[src/rtl/cla_pipe_adder.sv]
// cla_pipe_adder: pipelined carry-lookahead adder/subtractor.
//
// WIDTH is split into NSLICE = WIDTH/SLICE slices. Each slice is a two-level
// CLA built from 4-bit groups. One slice is resolved per pipeline stage. The
// carry out of each slice is registered and feeds the next stage. Sum bits
// that are already resolved ride along in skew registers until the last stage.
//
// Optional feature macro: CLA_FLAGS_EN adds registered zf (sum == 0) and
// vf (signed overflow) outputs. Without it those ports and their logic are
// absent.
//
// Handshake (valid/ready):
//   A beat transfers on a rising edge where valid && ready are both high.
//   Once valid is raised, the source holds valid and its data stable until
//   the transfer happens. Ready may depend combinationally on the downstream
//   ready (in_ready = !out_valid | out_ready). The whole pipe advances
//   together, so a stalled output freezes every stage, including bubbles.
module cla_pipe_adder #(
  parameter int WIDTH = 64,
  parameter int SLICE = 16
) (
  input  logic             clk,
  input  logic             rst_n,
  input  logic             in_valid,
  output logic             in_ready,
  input  logic [WIDTH-1:0] a,
  input  logic [WIDTH-1:0] b,
  input  logic             cin,
  input  logic             sub,
  output logic             out_valid,
  input  logic             out_ready,
  output logic [WIDTH-1:0] sum,
  output logic             cout,
  output logic             pf,
  output logic             gf
`ifdef CLA_FLAGS_EN
  ,
  output logic             zf,
  output logic             vf
`endif
);

  localparam int NSLICE = WIDTH / SLICE;
  localparam int NGRP   = SLICE / 4;

  // Result of resolving one slice: sum bits, carry out, slice P/G and,
  // when flags are built, the carry into the slice's top bit.
  typedef struct packed {
    logic [SLICE-1:0] s;
    logic             co;
    logic             p;
    logic             g;
`ifdef CLA_FLAGS_EN
    logic             cm;
`endif
  } slice_res_t;

  // Two-level CLA over one slice. Level one forms 4-bit group P/G, level two
  // looks ahead across groups to produce each group's carry-in; bit carries
  // inside a group are then expanded from the group carry-in.
  function automatic slice_res_t cla_slice(
    input logic [SLICE-1:0] x,
    input logic [SLICE-1:0] y,
    input logic             ci
  );
    slice_res_t      r;
    logic [SLICE-1:0] p;
    logic [SLICE-1:0] g;
    logic [SLICE-1:0] c;
    logic [NGRP-1:0]  gp;
    logic [NGRP-1:0]  gg;
    logic [NGRP:0]    gc;
    logic             gpre;
    p = x ^ y;
    g = x & y;
    for (int j = 0; j < NGRP; j++) begin
      gp[j] = &p[4*j +: 4];
      gg[j] = g[4*j+3]
            | (p[4*j+3] & g[4*j+2])
            | (p[4*j+3] & p[4*j+2] & g[4*j+1])
            | (p[4*j+3] & p[4*j+2] & p[4*j+1] & g[4*j]);
    end
    // Group-level lookahead; gpre is the slice generate with no carry-in.
    gc[0] = ci;
    gpre  = 1'b0;
    for (int j = 0; j < NGRP; j++) begin
      gc[j+1] = gg[j] | (gp[j] & gc[j]);
      gpre    = gg[j] | (gp[j] & gpre);
    end
    for (int j = 0; j < NGRP; j++) begin
      c[4*j]   = gc[j];
      c[4*j+1] = g[4*j] | (p[4*j] & gc[j]);
      c[4*j+2] = g[4*j+1]
               | (p[4*j+1] & g[4*j])
               | (p[4*j+1] & p[4*j] & gc[j]);
      c[4*j+3] = g[4*j+2]
               | (p[4*j+2] & g[4*j+1])
               | (p[4*j+2] & p[4*j+1] & g[4*j])
               | (p[4*j+2] & p[4*j+1] & p[4*j] & gc[j]);
    end
    r.s  = p ^ c;
    r.co = gc[NGRP];
    r.p  = &gp;
    r.g  = gpre;
`ifdef CLA_FLAGS_EN
    r.cm = c[SLICE-1];
`endif
    return r;
  endfunction

  // Global advance: every stage moves only when the output slot frees up.
  logic             adv;
  logic [WIDTH-1:0] b_eff;
  logic             c0;

  assign adv      = !out_valid | out_ready;
  assign in_ready = adv;
  assign b_eff    = b ^ {WIDTH{sub}};
  assign c0       = sub | cin;

  // Per-stage registers. opa/opb carry the operands forward so later stages
  // can pick out their slice; sum_q holds the already-resolved low bits.
  logic [NSLICE-1:0] vld_q;
  logic [NSLICE-1:0] car_q;
  logic [NSLICE-1:0] pacc_q;
  logic [NSLICE-1:0] gacc_q;
  logic [WIDTH-1:0]  opa_q [NSLICE];
  logic [WIDTH-1:0]  opb_q [NSLICE];
  logic [WIDTH-1:0]  sum_q [NSLICE];

  logic [NSLICE-1:0] car_d;
  logic [NSLICE-1:0] pacc_d;
  logic [NSLICE-1:0] gacc_d;
  logic [WIDTH-1:0]  sum_d [NSLICE];
  slice_res_t        res   [NSLICE];

  // Resolve each stage's slice and fold its P/G into the running word P/G.
  always_comb begin
    car_d  = '0;
    pacc_d = '0;
    gacc_d = '0;
    res[0]   = cla_slice(a[SLICE-1:0], b_eff[SLICE-1:0], c0);
    sum_d[0] = '0;
    sum_d[0][SLICE-1:0] = res[0].s;
    car_d[0]  = res[0].co;
    pacc_d[0] = res[0].p;
    gacc_d[0] = res[0].g;
    for (int k = 1; k < NSLICE; k++) begin
      res[k] = cla_slice(opa_q[k-1][k*SLICE +: SLICE],
                         opb_q[k-1][k*SLICE +: SLICE],
                         car_q[k-1]);
      sum_d[k] = sum_q[k-1];
      sum_d[k][k*SLICE +: SLICE] = res[k].s;
      car_d[k]  = res[k].co;
      pacc_d[k] = pacc_q[k-1] & res[k].p;
      gacc_d[k] = res[k].g | (res[k].p & gacc_q[k-1]);
    end
  end

  // Pipeline registers: cleared by reset, loaded together whenever adv is high.
  always_ff @(posedge clk or negedge rst_n) begin
    if (!rst_n) begin
      vld_q  <= '0;
      car_q  <= '0;
      pacc_q <= '0;
      gacc_q <= '0;
      for (int k = 0; k < NSLICE; k++) begin
        opa_q[k] <= '0;
        opb_q[k] <= '0;
        sum_q[k] <= '0;
      end
    end else if (adv) begin
      vld_q[0] <= in_valid;
      opa_q[0] <= a;
      opb_q[0] <= b_eff;
      for (int k = 1; k < NSLICE; k++) begin
        vld_q[k] <= vld_q[k-1];
        opa_q[k] <= opa_q[k-1];
        opb_q[k] <= opb_q[k-1];
      end
      for (int k = 0; k < NSLICE; k++) begin
        sum_q[k] <= sum_d[k];
      end
      car_q  <= car_d;
      pacc_q <= pacc_d;
      gacc_q <= gacc_d;
    end
  end

`ifdef CLA_FLAGS_EN
  logic zf_q;
  logic vf_q;

  // Flags are formed at the last stage so they register alongside sum.
  always_ff @(posedge clk or negedge rst_n) begin
    if (!rst_n) begin
      zf_q <= 1'b0;
      vf_q <= 1'b0;
    end else if (adv) begin
      zf_q <= (sum_d[NSLICE-1] == '0);
      vf_q <= res[NSLICE-1].cm ^ res[NSLICE-1].co;
    end
  end

  assign zf = zf_q;
  assign vf = vf_q;
`endif

  // The last stage's carry equals gf | (pf & c0), since its carry-in is the
  // lookahead of all lower slices from c0.
  assign out_valid = vld_q[NSLICE-1];
  assign sum       = sum_q[NSLICE-1];
  assign cout      = car_q[NSLICE-1];
  assign pf        = pacc_q[NSLICE-1];
  assign gf        = gacc_q[NSLICE-1];

endmodule

[config.mk]
export PLATFORM = sky130hd
export DESIGN_NAME = cla_pipe_adder
export DESIGN_NICKNAME = d
export VERILOG_FILES = /design/src/rtl/cla_pipe_adder.sv
export SDC_FILE = /design/constraint.sdc
export NUM_CORES = 1
export LEC_CHECK = 0
export ABC_AREA = 1
export BUFFER_PORTS_ARGS = -buffer_cell sky130_fd_sc_hd__buf_4
export CORE_MARGIN = 2
export CORE_UTILIZATION = 41
export CTS_CLUSTER_SIZE = 10
export DETAILED_ROUTE_END_ITERATION = 10
export PLACE_DENSITY_LB_ADDON = 0.1
export SYNTH_ARGS = -nofsm -noshare
export SYNTH_HDL_FRONTEND = slang
export SYNTH_SLANG_ARGS = --single-unit
[constraint.sdc]
create_clock -name clk -period 5.68 [get_ports clk]
set_input_delay 0.568 -clock clk [delete_from_list [all_inputs] [get_ports clk]]
set_output_delay 0.568 -clock clk [all_outputs]
set_load 0.005 [all_outputs]
======== After elaboration in Yosys (flattened, before gate mapping) ========
Index checks and enable logic that the tools add are counted.
operators by class
  $add $sub $neg .......................... 0
  $mul .................................... 0
  div/mod/pow operators ................... 0
  order comparisons ....................... 0
  equality and inequality tests ........... 0
  shift operators ......................... 0
  muxes and demuxes ....................... 0
  bitwise operators ....................... 448
  reductions and logical operators ........ 21
operator list
  kind                  count
  1-bit AND             258
  1-bit bitwise OR      177
  16-bit bitwise XOR    8
  16-bit AND            4
  16-bit AND reduction  4
  4-bit AND reduction   16
  64-bit bitwise XOR    1
  1-bit zero test       1
storage, ports and cells
  flip-flop bits (word level) ............. 560
  latch bits .............................. 0
  RAM bits ................................ 0
  bits in read-only memories .............. 0
  bits of input ports ..................... 134
  output and inout bits ................... 69
  logic and storage cells ................. 483
  memories ................................ 0

======== Longest topological paths before layout ========
  depth in word-level cells ............... 14
  depth in mapped cells ................... 17

======== Worst setup path after synthesis ========
Ideal clock, no wire load.
  kind .................................... input -> register
  from .................................... in sub
  to ...................................... reg sum_q, in the netlist sum_d[141]
  data arrival time ....................... 2.758 ns
  data required time ...................... 5.597 ns
  setup slack ............................. 2.839 ns
  stages .................................. 17
  buffers on the path ..................... 2
  path through ............................ buf_4 buf_2 xnor2_1 inv_1 ha_1 nand2_1 nor2_2 nand2_1 nand3_2 nand2_1 nand2_2 nand2_1 nand2_2 inv_1 fa_1 xor2_1 o21ai_0
on the way
  word-level cells in the longest chain between the ends .. 14
  elaborated cells between the ends (all ways) .. 40
  those cells by class .................... 37 x bitwise; 3 x reduce/logical
ends and longest elaborated chain
  element                                           line        RTL
  start: declaration                                29          input logic sub,
  64-bit bitwise XOR                                118         assign b_eff = b ^ {WIDTH{sub}};
  16-bit bitwise XOR or 16-bit AND (tied branches)  74, 75
  1-bit AND (on tied branches)                      79, 80, 81
  1-bit bitwise OR, or another cell as far along    79          | (p[4*j+3] & g[4*j+2])
  1-bit bitwise OR or 1-bit AND (tied branches)     80, 81
  1-bit bitwise OR                                  81          | (p[4*j+3] & p[4*j+2] & p[4*j+1] & g[4*j]);
  1-bit bitwise OR                                  87          gc[j+1] = gg[j] | (gp[j] & gc[j]);
  1-bit AND                                         87
  1-bit bitwise OR                                  87
  1-bit AND                                         87
  1-bit bitwise OR                                  87
  1-bit AND                                         92          c[4*j+1] = g[4*j] | (p[4*j] & gc[j]);
  1-bit bitwise OR                                  92
  16-bit bitwise XOR (*)                            101         r.s = p ^ c;
  end signal: indexed assignment                    182         sum_q[k] <= sum_d[k];
  end: declaration                                  129         logic [WIDTH-1:0] sum_q [NSLICE];
Mark *: on every way between the ends. The rest lies on a longest branch, timed or not.
A chain may end at the register's enable or synchronous reset.

======== Worst setup path after layout ========
  from .................................... reg vld_q[3]
  to ...................................... reg sum_q, in the netlist sum[61]
on the way
  word-level cells in the longest chain between the ends .. 2
ends and longest elaborated chain
  element                           line  RTL
  start: declaration                123   logic [NSLICE-1:0] vld_q;
  start signal: indexed assignment  177   vld_q[k] <= vld_q[k-1];
  1-bit zero test                   116   assign adv = !out_valid | out_ready;
  1-bit bitwise OR                  116
No other way between the ends.

==> flow_summary_export.csv <==
group,metric,value,unit
pwr,pwr-share-seq,40.3,%
die,floorplan.rows,74,
placed_design,buffer_ports.inserted,202,
routing,wirelength,40.23,mm
pwr,power.net_switching,4.208,mW
pwr,combPwrFrac,37.5,%
setup_path,timing.setup.critical_path_class,"register to register",
yosys,yosysSeqAreaShare,53.64,%
setup_path,critical_path_peak_fanout,252,
grt,grt_max_degree,253,
outcome,result_of_the_run,"complete, no violations",
flow_run,maxcap_viol_count,0,
sta,fmaxAchievable,345.2,MHz
routing,num_vias,12650,
yosys,top_cell_type_s_share_of_synthesized_area,53.64,%
yosys,netlist_top_cells_area,"sky130_fd_sc_hd__dfrtp_1 (54%), sky130_fd_sc_hd__nand2_1 (19%), sky130_fd_sc_hd__ha_1 (4.7%), sky130_fd_sc_hd__o21ai_0 (4.6%), sky130_fd_sc_hd__xnor2_1 (3.3%)",
setup_path,regToRegStartpoint,"vld_q[3]$_DFFE_PN0P_",
placed_design,detailedPlacementHpwl,26.82,mm
sta,finClkSkew,0.01413,ns
setup_path,crit_path_start,"vld_q[3]$_DFFE_PN0P_",
placed_design,placed_cells_incl_taps,2619,
clock_network,ctsLongestPathBuffers,3,
die,floorplan.initialDensity,41.76,%
sta,hold_viol,0,
final_layout,antenna-diode-count,0,
clock_network,worst_skew_pair_latency,0.55,ns
die,die_area,43530,sq um
routing,firstDrtPassIters,4,
pwr,p_leak,10.45,nW
placed_design,pre_cts_slack,2.561,ns
grt,global_route.usage.total,18.90,%
pwr,power.clock.fraction,22.2,%
clock_network,cts_num_sinks,368,
final_layout,final_util,49.26,%
pwr,power_switching_share,37.72,%
sta,setup-violations-final,0,
grt,globalRoute.totalOverflow,0,
placed_design,place_congestion,0.7975,
grt,antenna_violations_before_repair,0,
die,die_w,208.6,microns
pwr,intPower,6.946,mW
pwr,power.ir.vdd_worst,0.3768,mV
setup_path,cpPeakStageDelay,0.80,ns
sta,setup_tns,0,ns
setup_path,slowest_stage,"sky130_fd_sc_hd__buf_4",
final_layout,regArea,9209,sq um
sta,setup_slack,2.783,ns
final_layout,layout_commonest_cell,"sky130_fd_sc_hd__nand2_1",
setup_path,cp_data_arrival_time,3.29,ns
final_layout,area_growth_syn_to_layout,17.95,%
clock_network,clock_tree_from_tritoncts,"yes",
final_layout,nets,2346,
setup_path,timing.critical_path.cells,"inv_1 -> nor2_4 -> buf_12 -> buf_4 -> o21ai_0",
sta,worst-slew-pin-transition,1.174,ns
clock_network,cts_stage_hold_buffer_count,0,
die,chipHeight,208.6,microns
clock_network,clkTransAtPathRegs,0.06,ns
routing,vias_per_cell,4.735,
worst_hold_path,min_path_type,"input port to async pin",
final_layout,multi_input_area,7138,sq um
routing,drt_drc_violations_left,0,
final_layout,filler_cell_count,4047,
clock_network,tritoncts.num_buffers,43,
routing,initialDrtViolationCount,740,
yosys,ys.warnings.count,0,
routing,avgRoutedWirePerCell,15.06,microns
clock_network,cts-resized-gates,0,
setup_path,worstSetupEndpointType,"register",
grt,grt_pass1_vias,12540,
die,io_pins,203,
clock_network,root_buffer,"sky130_fd_sc_hd__clkbuf_16",
sta,post_route_minimum_period,2.897,ns
yosys,postSynthAreaPerCell,8.746,sq um
yosys,syn-instance-count,1963,
setup_path,startpoint_type,"register",
final_layout,stdcell_count,2672,
yosys,synth_fp_nets,2177,
pwr,powerDensity,550.8,nW/um^2
sta,grt_setup_unrepaired,"no",
routing,ant_nets,0,
yosys,post-synth-top-area-cell,"sky130_fd_sc_hd__dfrtp_1",
final_layout,layout.cells.most_common_list,"sky130_fd_sc_hd__nand2_1 (882), sky130_fd_sc_hd__dfrtp_1 (368), sky130_fd_sc_hd__buf_4 (207)",
yosys,synthesis.area,17170,sq um
yosys,synth_cell_types,35,
sta,timing.hold.ws,0.05064,ns
sta,slew_headroom,21.74,%
final_layout,post_route_cells_drive_above_1_share,14.21,%
setup_path,timing.critical_path.required,6.07,ns
grt,first_pass_grt_wire_length,66.21,mm
clock_network,cts.htree.levels,2,
clock_network,postCtsSetupBuffers,0,
sta,final_max_slew_viol_count,0,
sta,post-route-period-util,51.01,%
die,floorplan.core_area,41110,sq um
yosys,ys_seq_elements,368,
## Yosys cell counts
library cell               number
sky130_fd_sc_hd__nor3_1         1
sky130_fd_sc_hd__a31oi_1        5
sky130_fd_sc_hd__fa_1          16
sky130_fd_sc_hd__a21oi_1       41
sky130_fd_sc_hd__a21oi_2        7
sky130_fd_sc_hd__nor3_2         1
sky130_fd_sc_hd__xnor2_1       65
sky130_fd_sc_hd__buf_4         12
sky130_fd_sc_hd__clkbuf_1      34
sky130_fd_sc_hd__o21ai_0      157
sky130_fd_sc_hd__o21bai_1       7
sky130_fd_sc_hd__o211ai_1       1
sky130_fd_sc_hd__nor2_2         7
sky130_fd_sc_hd__a21o_1         4
sky130_fd_sc_hd__o21ai_1        3
sky130_fd_sc_hd__a22oi_2        1
sky130_fd_sc_hd__nor2_1        41
sky130_fd_sc_hd__nor3_4         4
sky130_fd_sc_hd__nand2_1      882
sky130_fd_sc_hd__nand2_2        8
sky130_fd_sc_hd__nand3_2        4
sky130_fd_sc_hd__buf_1          4
sky130_fd_sc_hd__nor2_4         1
sky130_fd_sc_hd__nand4_1        7
sky130_fd_sc_hd__inv_1        107
sky130_fd_sc_hd__xor2_1        23
sky130_fd_sc_hd__nand2_4        8
sky130_fd_sc_hd__buf_2         37
sky130_fd_sc_hd__nand3_1       36
sky130_fd_sc_hd__nand3b_1       2
sky130_fd_sc_hd__ha_1          64
sky130_fd_sc_hd__and3_2         2
sky130_fd_sc_hd__dfrtp_1      368
sky130_fd_sc_hd__inv_2          2
sky130_fd_sc_hd__or2_2          1
## stage by stage
stage	total power, mW	cell area (sq um)
6_report	11.15	20250
5_1_grt	12.19	20250
4_1_cts	11.33	20250
3_5_place_dp	8.770	19060
3_3_place_gp	8.672	19060
2_1_floorplan	7.332	17170
## power by group through the flow
stage	sequential (mW)	clock, mW	combinational, mW
floorplan	4.33	0	3.01
global placement	4.53	0	4.14
detailed placement	4.54	0	4.23
CTS	4.50	2.56	4.26
global route	4.64	2.67	4.88
finish	4.49	2.48	4.18
## layout make-up
class | instances | area share (%)
clock inverter | 1 | 0.1483
multi-input combinational | 1399 | 35.25
timing repair buffer | 211 | 8.044
tap | 532 | 3.287
clock buffer | 52 | 5.740
inverter | 109 | 2.057
sequential | 368 | 45.47
## kinds of logic (layout without fill, tap and decap cells)
kind of cell,count (synthesis),after routing,synth area share (%)
compound gates,226,226,6.996
xor+xnor,88,88,4.489
fa+ha+maj,80,80,6.530
buf+inv,196,373,4.817
flops,368,368,53.64
simple gates,1005,1005,23.53
## worst max-delay path: cells and delay by family, from the launching register on
family	cells	cell delay, ns
AOI/OAI and AO/OA	1	0.20
buffers and inverters	3	1.53
DFF	1	0.35
and+or+nand+nor	1	0.26
## per-layer routing
layer,global-route usage [%],up-vias,routed length (microns)
met4,4.335,0,741
met1,26.72,5935,19170
met2,30.28,191,18670
li1,-,6472,-
met3,3.577,53,1651
met5,0,-,0
## sequential cells by signal, indices dropped and copies added (netlist names)
| name | flops |
|---|---|
| sum_d | 96 |
| pacc_q | 4 |
| car_q | 4 |
| gacc_q | 4 |
| sum | 64 |
| opb_q | 96 |
| vld_q | 4 |
| opa_q | 96 |
## final timing paths
path / endpoint / slack (ns) / cells past startpoint
worst max-delay path: sum[61]$_DFFE_PN0P_ / 2.78 / 5
worst min-delay path: sum_d[3]$_DFFE_PN0P_ / 0.05 / 1
worst max register to register: sum[61]$_DFFE_PN0P_ / 2.78 / 5
worst min register to register: vld_q[2]$_DFFE_PN0P_ / 0.46 / 2
max in group asynchronous: opa_q[168]$_DFFE_PN0P_ / 4.29 / 2
min in group clk: opa_q[210]$_DFFE_PN0P_ / 0.21 / 3
Note: power is estimated with default switching activity, not from simulation.
